File: src/rtl/instr_mem_if.sv
// Bus between the fetch stage / debug loader and the instruction memory.
// The module takes the slave side; the driving stage takes the master side.
interface instr_mem_if #(
    parameter int PC_SZ     = 32,
    parameter int INST_SZ   = 32,
    parameter int B         = 8,
    parameter int MEM_DEPTH = 64
);
    localparam int AW = $clog2(MEM_DEPTH);

    logic               i_write_en;
    logic [B-1:0]       i_data;
    logic               i_clear;
    logic               i_enable;
    logic               i_flush;
    logic [PC_SZ-1:0]   i_pc;

    logic [INST_SZ-1:0] o_instr;
    logic               o_instr_valid;
    logic               o_halt;
    logic [AW:0]        o_words;
    logic               o_empty;
    logic               o_full;

    modport master (
        output i_write_en, i_data, i_clear, i_enable, i_flush, i_pc,
        input  o_instr, o_instr_valid, o_halt, o_words, o_empty, o_full
    );

    modport slave (
        input  i_write_en, i_data, i_clear, i_enable, i_flush, i_pc,
        output o_instr, o_instr_valid, o_halt, o_words, o_empty, o_full
    );
endinterface

File: src/rtl/instr_mem.sv
// Word-organised instruction memory: byte-serial loader plus a one-cycle registered fetch port.
// Out-of-program, flushed or not-yet-loaded fetches return a NOP (all zeros).
//
// state  | meaning
// LD_B0  | waiting for byte 0 of a word (bits [31:24])
// LD_B1  | byte 0 held, waiting for byte 1
// LD_B2  | bytes 0-1 held, waiting for byte 2
// LD_B3  | bytes 0-2 held; next accepted byte completes and writes the word
module instr_mem #(
    parameter int PC_SZ     = 32,
    parameter int INST_SZ   = 32,
    parameter int B         = 8,
    parameter int MEM_DEPTH = 64
) (
    input  logic       i_clk,
    input  logic       i_reset,
    instr_mem_if.slave bus
);
    localparam int                 AW      = $clog2(MEM_DEPTH);
    localparam logic [AW:0]        DEPTH_W = (AW+1)'(MEM_DEPTH);
    localparam logic [INST_SZ-1:0] HALT    = '1;

    typedef enum logic [1:0] {LD_B0, LD_B1, LD_B2, LD_B3} ld_state_t;

    ld_state_t              ld_state;
    ld_state_t              ld_next;
    logic [INST_SZ-B-1:0]   partial;
    logic [AW:0]            words;
    logic                   full;
    logic                   byte_accept;
    logic                   word_write;
    logic [INST_SZ-1:0]     word_new;
    logic [INST_SZ-1:0]     mem [MEM_DEPTH];

    logic [AW-1:0]          idx;
    logic                   pc_hi_zero;
    logic                   in_range;
    logic [INST_SZ-1:0]     rd_word;
    logic [INST_SZ-1:0]     instr_q;
    logic                   valid_q;
    logic                   halt_q;
    logic                   unused_pc_lsb;

    // ---------------- load path ----------------
    assign full        = (words == DEPTH_W);
    assign byte_accept = bus.i_write_en && !bus.i_clear && !full;
    assign word_new    = {partial, bus.i_data};

    always_ff @(posedge i_clk or negedge i_reset) begin
        if (!i_reset) begin
            ld_state <= LD_B0;
        end else begin
            ld_state <= ld_next;
        end
    end

    always_comb begin
        ld_next    = ld_state;
        word_write = 1'b0;
        if (bus.i_clear) begin
            ld_next = LD_B0;
        end else if (byte_accept) begin
            case (ld_state)
                LD_B0: ld_next = LD_B1;
                LD_B1: ld_next = LD_B2;
                LD_B2: ld_next = LD_B3;
                LD_B3: begin
                    ld_next    = LD_B0;
                    word_write = 1'b1;
                end
                default: ld_next = LD_B0;
            endcase
        end
    end

    // Earlier bytes shift upward so byte 0 ends in the top lane of the word.
    always_ff @(posedge i_clk or negedge i_reset) begin
        if (!i_reset) begin
            partial <= '0;
        end else if (byte_accept && (ld_state != LD_B3)) begin
            partial <= {partial[INST_SZ-2*B-1:0], bus.i_data};
        end
    end

    always_ff @(posedge i_clk or negedge i_reset) begin
        if (!i_reset) begin
            words <= '0;
        end else if (bus.i_clear) begin
            words <= '0;
        end else if (word_write) begin
            words <= words + (AW+1)'(1);
        end
    end

    // word_write implies !full, so words[AW-1:0] is a valid slot here.
    always_ff @(posedge i_clk) begin
        if (word_write) begin
            mem[words[AW-1:0]] <= word_new;
        end
    end

    // ---------------- fetch path ----------------
    assign idx           = bus.i_pc[AW+1:2];
    assign pc_hi_zero    = (bus.i_pc[PC_SZ-1:AW+2] == '0);
    assign in_range      = pc_hi_zero && ({1'b0, idx} < words);
    assign rd_word       = mem[idx];
    assign unused_pc_lsb = ^bus.i_pc[1:0];

    always_ff @(posedge i_clk or negedge i_reset) begin
        if (!i_reset) begin
            instr_q <= '0;
            valid_q <= 1'b0;
            halt_q  <= 1'b0;
        end else if (bus.i_flush) begin
            instr_q <= '0;
            valid_q <= 1'b0;
            halt_q  <= 1'b0;
        end else if (bus.i_enable) begin
            if (in_range) begin
                instr_q <= rd_word;
                valid_q <= 1'b1;
                halt_q  <= (rd_word == HALT);
            end else begin
                instr_q <= '0;
                valid_q <= 1'b0;
                halt_q  <= 1'b0;
            end
        end
    end

    assign bus.o_instr       = instr_q;
    assign bus.o_instr_valid = valid_q;
    assign bus.o_halt        = halt_q;
    assign bus.o_words       = words;
    assign bus.o_empty       = (words == '0);
    assign bus.o_full        = full;
endmodule
File: src/flat_wrapper.sv
// flat-port wrapper written by rule: the top's interface ports become plain ports
module instr_mem_flat 
#(
    parameter int PC_SZ     = 32,
    parameter int INST_SZ   = 32,
    parameter int B         = 8,
    parameter int MEM_DEPTH = 64
)
  (i_clk, i_reset, bus_i_write_en, bus_i_data, bus_i_clear, bus_i_enable, bus_i_flush, bus_i_pc, bus_o_instr, bus_o_instr_valid, bus_o_halt, bus_o_words, bus_o_empty, bus_o_full);
  instr_mem_if #(.PC_SZ(PC_SZ), .INST_SZ(INST_SZ), .B(B), .MEM_DEPTH(MEM_DEPTH)) bus_i ();
  input  logic i_clk;
  input  logic i_reset;
  input wire logic [$bits(bus_i.i_write_en)-1:0] bus_i_write_en;
  input wire logic [$bits(bus_i.i_data)-1:0] bus_i_data;
  input wire logic [$bits(bus_i.i_clear)-1:0] bus_i_clear;
  input wire logic [$bits(bus_i.i_enable)-1:0] bus_i_enable;
  input wire logic [$bits(bus_i.i_flush)-1:0] bus_i_flush;
  input wire logic [$bits(bus_i.i_pc)-1:0] bus_i_pc;
  output wire logic [$bits(bus_i.o_instr)-1:0] bus_o_instr;
  output wire logic [$bits(bus_i.o_instr_valid)-1:0] bus_o_instr_valid;
  output wire logic [$bits(bus_i.o_halt)-1:0] bus_o_halt;
  output wire logic [$bits(bus_i.o_words)-1:0] bus_o_words;
  output wire logic [$bits(bus_i.o_empty)-1:0] bus_o_empty;
  output wire logic [$bits(bus_i.o_full)-1:0] bus_o_full;
  assign bus_i.i_write_en = bus_i_write_en;
  assign bus_i.i_data = bus_i_data;
  assign bus_i.i_clear = bus_i_clear;
  assign bus_i.i_enable = bus_i_enable;
  assign bus_i.i_flush = bus_i_flush;
  assign bus_i.i_pc = bus_i_pc;
  assign bus_o_instr = bus_i.o_instr;
  assign bus_o_instr_valid = bus_i.o_instr_valid;
  assign bus_o_halt = bus_i.o_halt;
  assign bus_o_words = bus_i.o_words;
  assign bus_o_empty = bus_i.o_empty;
  assign bus_o_full = bus_i.o_full;
  instr_mem #(.PC_SZ(PC_SZ), .INST_SZ(INST_SZ), .B(B), .MEM_DEPTH(MEM_DEPTH)) u_core (.i_clk(i_clk), .i_reset(i_reset), .bus(bus_i));
endmodule
File: config.mk
export PLATFORM = sky130hd
export DESIGN_NAME = instr_mem_flat
export DESIGN_NICKNAME = d
export VERILOG_FILES = /design/src/rtl/instr_mem_if.sv /design/src/rtl/instr_mem.sv /design/src/flat_wrapper.sv
export SDC_FILE = /design/constraint.sdc
export NUM_CORES = 2
export LEC_CHECK = 0
export CAP_MARGIN = 20
export CORE_AREA = 2 2 429 431
export CTS_CLUSTER_DIAMETER = 60
export DETAILED_ROUTE_END_ITERATION = 10
export DIE_AREA = 0 0 431 433
export SETUP_SLACK_MARGIN = 0.4
export SLEW_MARGIN = 10
export SYNTH_ARGS = -nofsm -noshare
export SYNTH_HDL_FRONTEND = slang
export SYNTH_SLANG_ARGS = --single-unit
File: constraint.sdc
create_clock -name i_clk -period 5.1 [get_ports i_clk]
set_input_delay 1.53 -clock i_clk [delete_from_list [all_inputs] [get_ports i_clk]]
set_output_delay 1.53 -clock i_clk [all_outputs]
set_load 0.005 [all_outputs]
; Yosys cells after proc, flatten, opt, wreduce, memory -nomap -nowiden
; Memory sizes are Yosys's and may differ from the RTL's.
; Cells that the tools add are included.
[word_totals]
mem_bits_rw = 2048
out_inout_bits = 43
in_bits = 46
ff_bits = 67
n_memories = 1
romBits = 0
word_cells = 46
latchBits = 0
[classes]
n_eq_ne = 6
mul = 0
add_sub_neg = 1
shift = 0
div = 0
n_reduce_logical = 12
order_cmp = 1
n_mux = 19
bitwise = 0
[memory_table]
columns = memory, depth, width, read_ports, rd_clocked_by_memory_dff, write_ports, line_no
row1 = u_core.mem, 64, 32, 1, 0, 1, instr_mem.sv:33  ; logic [INST_SZ-1:0] mem [MEM_DEPTH];
[ops]
columns = op, count
row1 = 32-bit two-way mux, 3
row2 = "32-bit == test, second input constant", 1
row3 = 24-bit zero test, 1
row4 = 7-bit two-way mux, 2
row5 = 1-bit two-way mux, 11
row6 = 2-bit case mux with 4 select lines, 1
row7 = "7-bit by 1-bit adder with 7-bit output, second input constant", 1
row8 = "7-bit == test, second input constant", 1
row9 = 7-bit zero test, 1
row10 = 6-bit by 7-bit less-than comparator with 1-bit output, 1
row11 = 2-bit nonzero test, 3
row12 = "2-bit == test, second input constant", 2
row13 = 1-bit logical AND, 4
row14 = 2-bit two-way mux, 2
row15 = "2-bit by 1-bit == test with 1-bit output, second input constant", 1
row16 = 1-bit zero test, 2
row17 = 2-bit zero test, 1
row18 = "2-bit != test, second input constant", 1

; Logic depth before layout (Yosys ltp)
[depth]
word_depth = 7
mapped_depth = 15
ltp_nobuf = 11

; Least setup slack after synthesis
; No wires, ideal clock.
[synth_path]
path_kind = input port to flip-flop
from = input port bus_i_write_en
to = memory u_core.mem[62][0] (enable)
path_buffers = 2
slack_ns = 0.723
setup_ns = 0.421
stages = 7
t_arrival_ns = 3.956
t_required_ns = 4.679
cell_sequence = and2_1 > clkbuf_1 > and3b_1 > buf_2 > and2_1 > nand3_1 > nor2_1
[synth_between]
elab_chain_len = 6
[synth_rtl]
columns = item, line_no
row1 = from (decl), flat_wrapper.sv:13  ; input wire logic [$bits(bus_i.i_write_en)-1:0] bus_i_write_en;
row2 = 1-bit logical AND (2 in series), instr_mem.sv:46  ; assign byte_accept = bus.i_write_en && !bus.i_clear && !full;
row3 = 1-bit two-way mux, instr_mem.sv:62  ; end else if (byte_accept) begin
row4 = 1-bit two-way mux, instr_mem.sv:60  ; if (bus.i_clear) begin
row5 = 1-bit two-way mux, instr_mem.sv:97  ; if (word_write) begin
row6 = 1-bit two-way mux (implied by the code), instr_mem.sv:98  ; mem[words[AW-1:0]] <= word_new;
row7 = to (decl), instr_mem.sv:33
; No other way between the ends.

; Worst setup path after layout
[layout_path]
from = register u_core.words[3] (netlist: u_core.bus.o_words[3])
to = output port bus_o_empty
[layout_between]
elab_chain_len = 1
[layout_rtl]
columns = item, line_no
row1 = from (decl), instr_mem.sv:28  ; logic [AW:0] words;
row2 = from (signal assigned), instr_mem.sv:91  ; words <= words + (AW+1)'(1);
row3 = 7-bit zero test, instr_mem.sv:135  ; assign bus.o_empty = (words == '0);
row4 = to (decl), flat_wrapper.sv:23  ; output wire logic [$bits(bus_i.o_empty)-1:0] bus_o_empty;
; No other way between the ends.

==> results.ini <==
[run_status]
status=completed

[power_and_ir_drop]
p_per_area_nw_per_um2=398.2
pwr-share-seq=0.540
ir_drop_mv=0.2926
p_sw_frac=0.2321
p_comb_frac=0.072
p_int_w=0.02897
p_switching_w=0.008759
pwr-share-clk=0.388
p_leak_nw=30.13

[placed_design]
place_ws_ps=229.9
dp_hpwl_um=137500
placed_cell_area_um2=88140
numPortBuffers=86
place.gp.congestion=0.9637

[timing]
post-route-period-util=0.8844
holdWs_ps=480.2
worst_slack_ps=589.4
fmaxAchievable_mhz=221.7
slew-limit-headroom=0.2361
slew_violations=0
finalClockSkew_ps=38.52
tightest_slew_ps=1139
final-hold-violation-count=0
final.setup.tns_ps=0
rsz0062_at_grt=no
finalSetupViolCount=0
period_needed_ps=4511

[drt]
drc=0
routed_via_density=6.211
antenna_left=0
drt_wl_total_um=236800
via_count=41410
first_pass_iters=6
drtIter0Drc=5650
wl_per_cell_um=35.52

[logic_synthesis]
ys.flop_type=edfxtp_1
synth_top_area_cell=edfxtp_1
synth_area_leaders=edfxtp_1 76%, mux4_2 13%, dfrtp_1 2.1%
ys_types=69
synth_area_um2=81430
synth_compound_gate_area_share=0.02815
synth_top_cell_area_share=0.7553
synth_seq_area_share=0.7759
synth_warnings=0
synthArstFlopShare=0.03168
synthesis.nets=3704
synthAdderAreaFrac=0.001537
synth_top_family_by_area=multiplexers
postSynthAreaPerCell_um2=22.32
synthSimpleGateAreaFrac=0.02058
synth.mux.area_fraction=0.1558
ys_seq_elements=2115
synth-xor-area-share=0.0006454
synthCells=3648
synth_edf_count=2048

[floorplan]
io_pins=89
num_rows=157
die_area_um2=186600
fp.dieW_um=431
core_um2=182100
die_h_um=433
initial_utilization=0.4472

[cells_and_area]
utilization=0.5203
area.sequential_um2=63210
layout_commonest_cell=edfxtp_1
layout_common_cells=2048 x edfxtp_1, 488 x mux4_2, 271 x buf_4
nNetsFinal=4166
fillCellCount=14080
design_area_um2=94750
multi_input_area_um2=17370
drive_gt1_frac=0.3000
area_delta_synth_final_pct=16.37

[global_route]
antenna_found_initial=17
grt_pass1_wl_um=326300
grt-ovfl-total=0
grt_max_degree=67
track_usage=0.2544
first_global_vias=40570

[clock_tree]
cts_hold_buf=0
cts_tree=yes
clk_pin_slew_worst_paths_ps=60
clkLatencyLatePin_ps=860
cts_buffer_depth=3
cts_buffers=208
clkSinkCount=2115
cts_root_buffer=clkbuf_16
cts_max_level=4

[setup_path]
slowest_delay_ps=580
end_kind=output port
slowest_stage=or3_4
critical_path.cell_chain=or3_4 -> nor3b_1 -> nor2b_1 -> clkdlybuf4s50_1
cp_max_fo=9
worstPathRequired_ps=3570
cp.arrival_ps=2980
startpoint_type=flip-flop
criticalPathCategory=flip-flop to output port

[worst_hold_path]
hp-class=flip-flop to flip-flop

[job]
maxCapViolCount=0

==> power by group through the flow <==
stage	sequential (W)	clock [W]	combinational [W]
finish	0.0204	0.0146	0.00273
global route	0.0204	0.0155	0.00283
CTS	0.0205	0.0148	0.00250
detailed placement	0.0209	0	0.00250
global placement	0.0209	0	0.00244
floorplan	0.0209	0	0.000942
==> timing repair <==
item / CTS / global route
endpoints found under the setup margin: 2 / 0
setup buffers: 0 / 0
resized for setup: 2 / 0
==> through the flow <==
| stage | instances | power, W |
|---|---|---|
| finish | 6667 | 0.03773 |
| global route | 6662 | 0.03867 |
| CTS | 6652 | 0.03784 |
| floorplan | 3648 | 0.02182 |
| detailed placement | 6276 | 0.02339 |
| global placement | 6276 | 0.02329 |
==> cell type report <==
| class | instances | area share |
|---|---|---|
| inverters | 13 | 0.0005150 |
| well taps | 2385 | 0.03149 |
| multi-input cells | 1323 | 0.1833 |
| flip-flops and latches | 2115 | 0.6671 |
| clock inverters | 107 | 0.009323 |
| clock buffers | 269 | 0.05834 |
| repair buffers | 449 | 0.04984 |
| diodes | 6 | 0.0001585 |
==> critical path: cells and delay by family, from the launching register on <==
kind / cells / cell delay [ps]
simple gates: 3 / 1150
buf+inv: 1 / 510
flops: 1 / 470
==> cells by family (layout without fill, tap and decap cells) <==
kind of cell,count (synthesis),after routing
DFF,2115,2115
muxes,634,634
and+or+nand+nor,346,346
AOI/OAI and AO/OA,327,327
buffers and inverters,210,838
adders and majority gates,10,10
xor gates and xnor gates,6,6
other,0,6
==> Yosys cell counts (7+ instances only) <==
library cell,number
nor4_1,8
nor2b_1,21
nand2b_1,9
o21ai_0,35
a22o_1,27
inv_1,11
and2_1,11
dfrtp_1,67
a31oi_1,11
nor2_1,109
o211ai_1,7
nor3_1,11
buf_6,31
a22oi_1,112
a211oi_1,19
a21oi_1,53
mux4_1,12
nand3_1,39
a221oi_1,15
mux4_2,488
mux2_2,33
mux2i_1,101
ha_1,10
nand2_1,86
and3_1,7
edfxtp_1,2048
buf_2,50
clkbuf_1,45
buf_4,59
nand4_1,15
==> registers in the layout, summed over array words and instances (netlist names) <==
register and flops:
u_core.bus.o_words 7, u_core.partial 24, u_core.ld_state 2, u_core.bus.o_halt 1, u_core.bus.o_instr 32, u_core.bus.o_instr_valid 1, u_core.mem 2048
==> final timing paths <==
check,slack [ps],depth (start not counted),to,start
max,590,4,bus_o_empty,u_core.bus.o_words[3]$_DFFE_PN0P_
min,480,2,u_core.bus.o_instr_valid$_DFFE_PN0P_,u_core.bus.o_instr_valid$_DFFE_PN0P_
max reg2reg,1190,11,u_core.mem[14][17]$_DFFE_PP_,u_core.bus.o_words[0]$_DFFE_PN0P_
min reg2reg,480,2,u_core.bus.o_instr_valid$_DFFE_PN0P_,u_core.bus.o_instr_valid$_DFFE_PN0P_
max in group asynchronous,3520,2,u_core.bus.o_instr[6]$_DFFE_PN0P_,i_reset
min in group asynchronous,700,1,u_core.ld_state[1]$_DFFE_PN0P_,i_reset
==> layer usage <==
metal	share of wire	vias up	track usage
li1	-	16430	-
met3	0.085	372	0.04350
met5	0	-	0
met2	0.47	2193	0.4016
met1	0.40	22410	0.3565
met4	0.041	0	0.09894
Power figures use the tool's default switching activity.
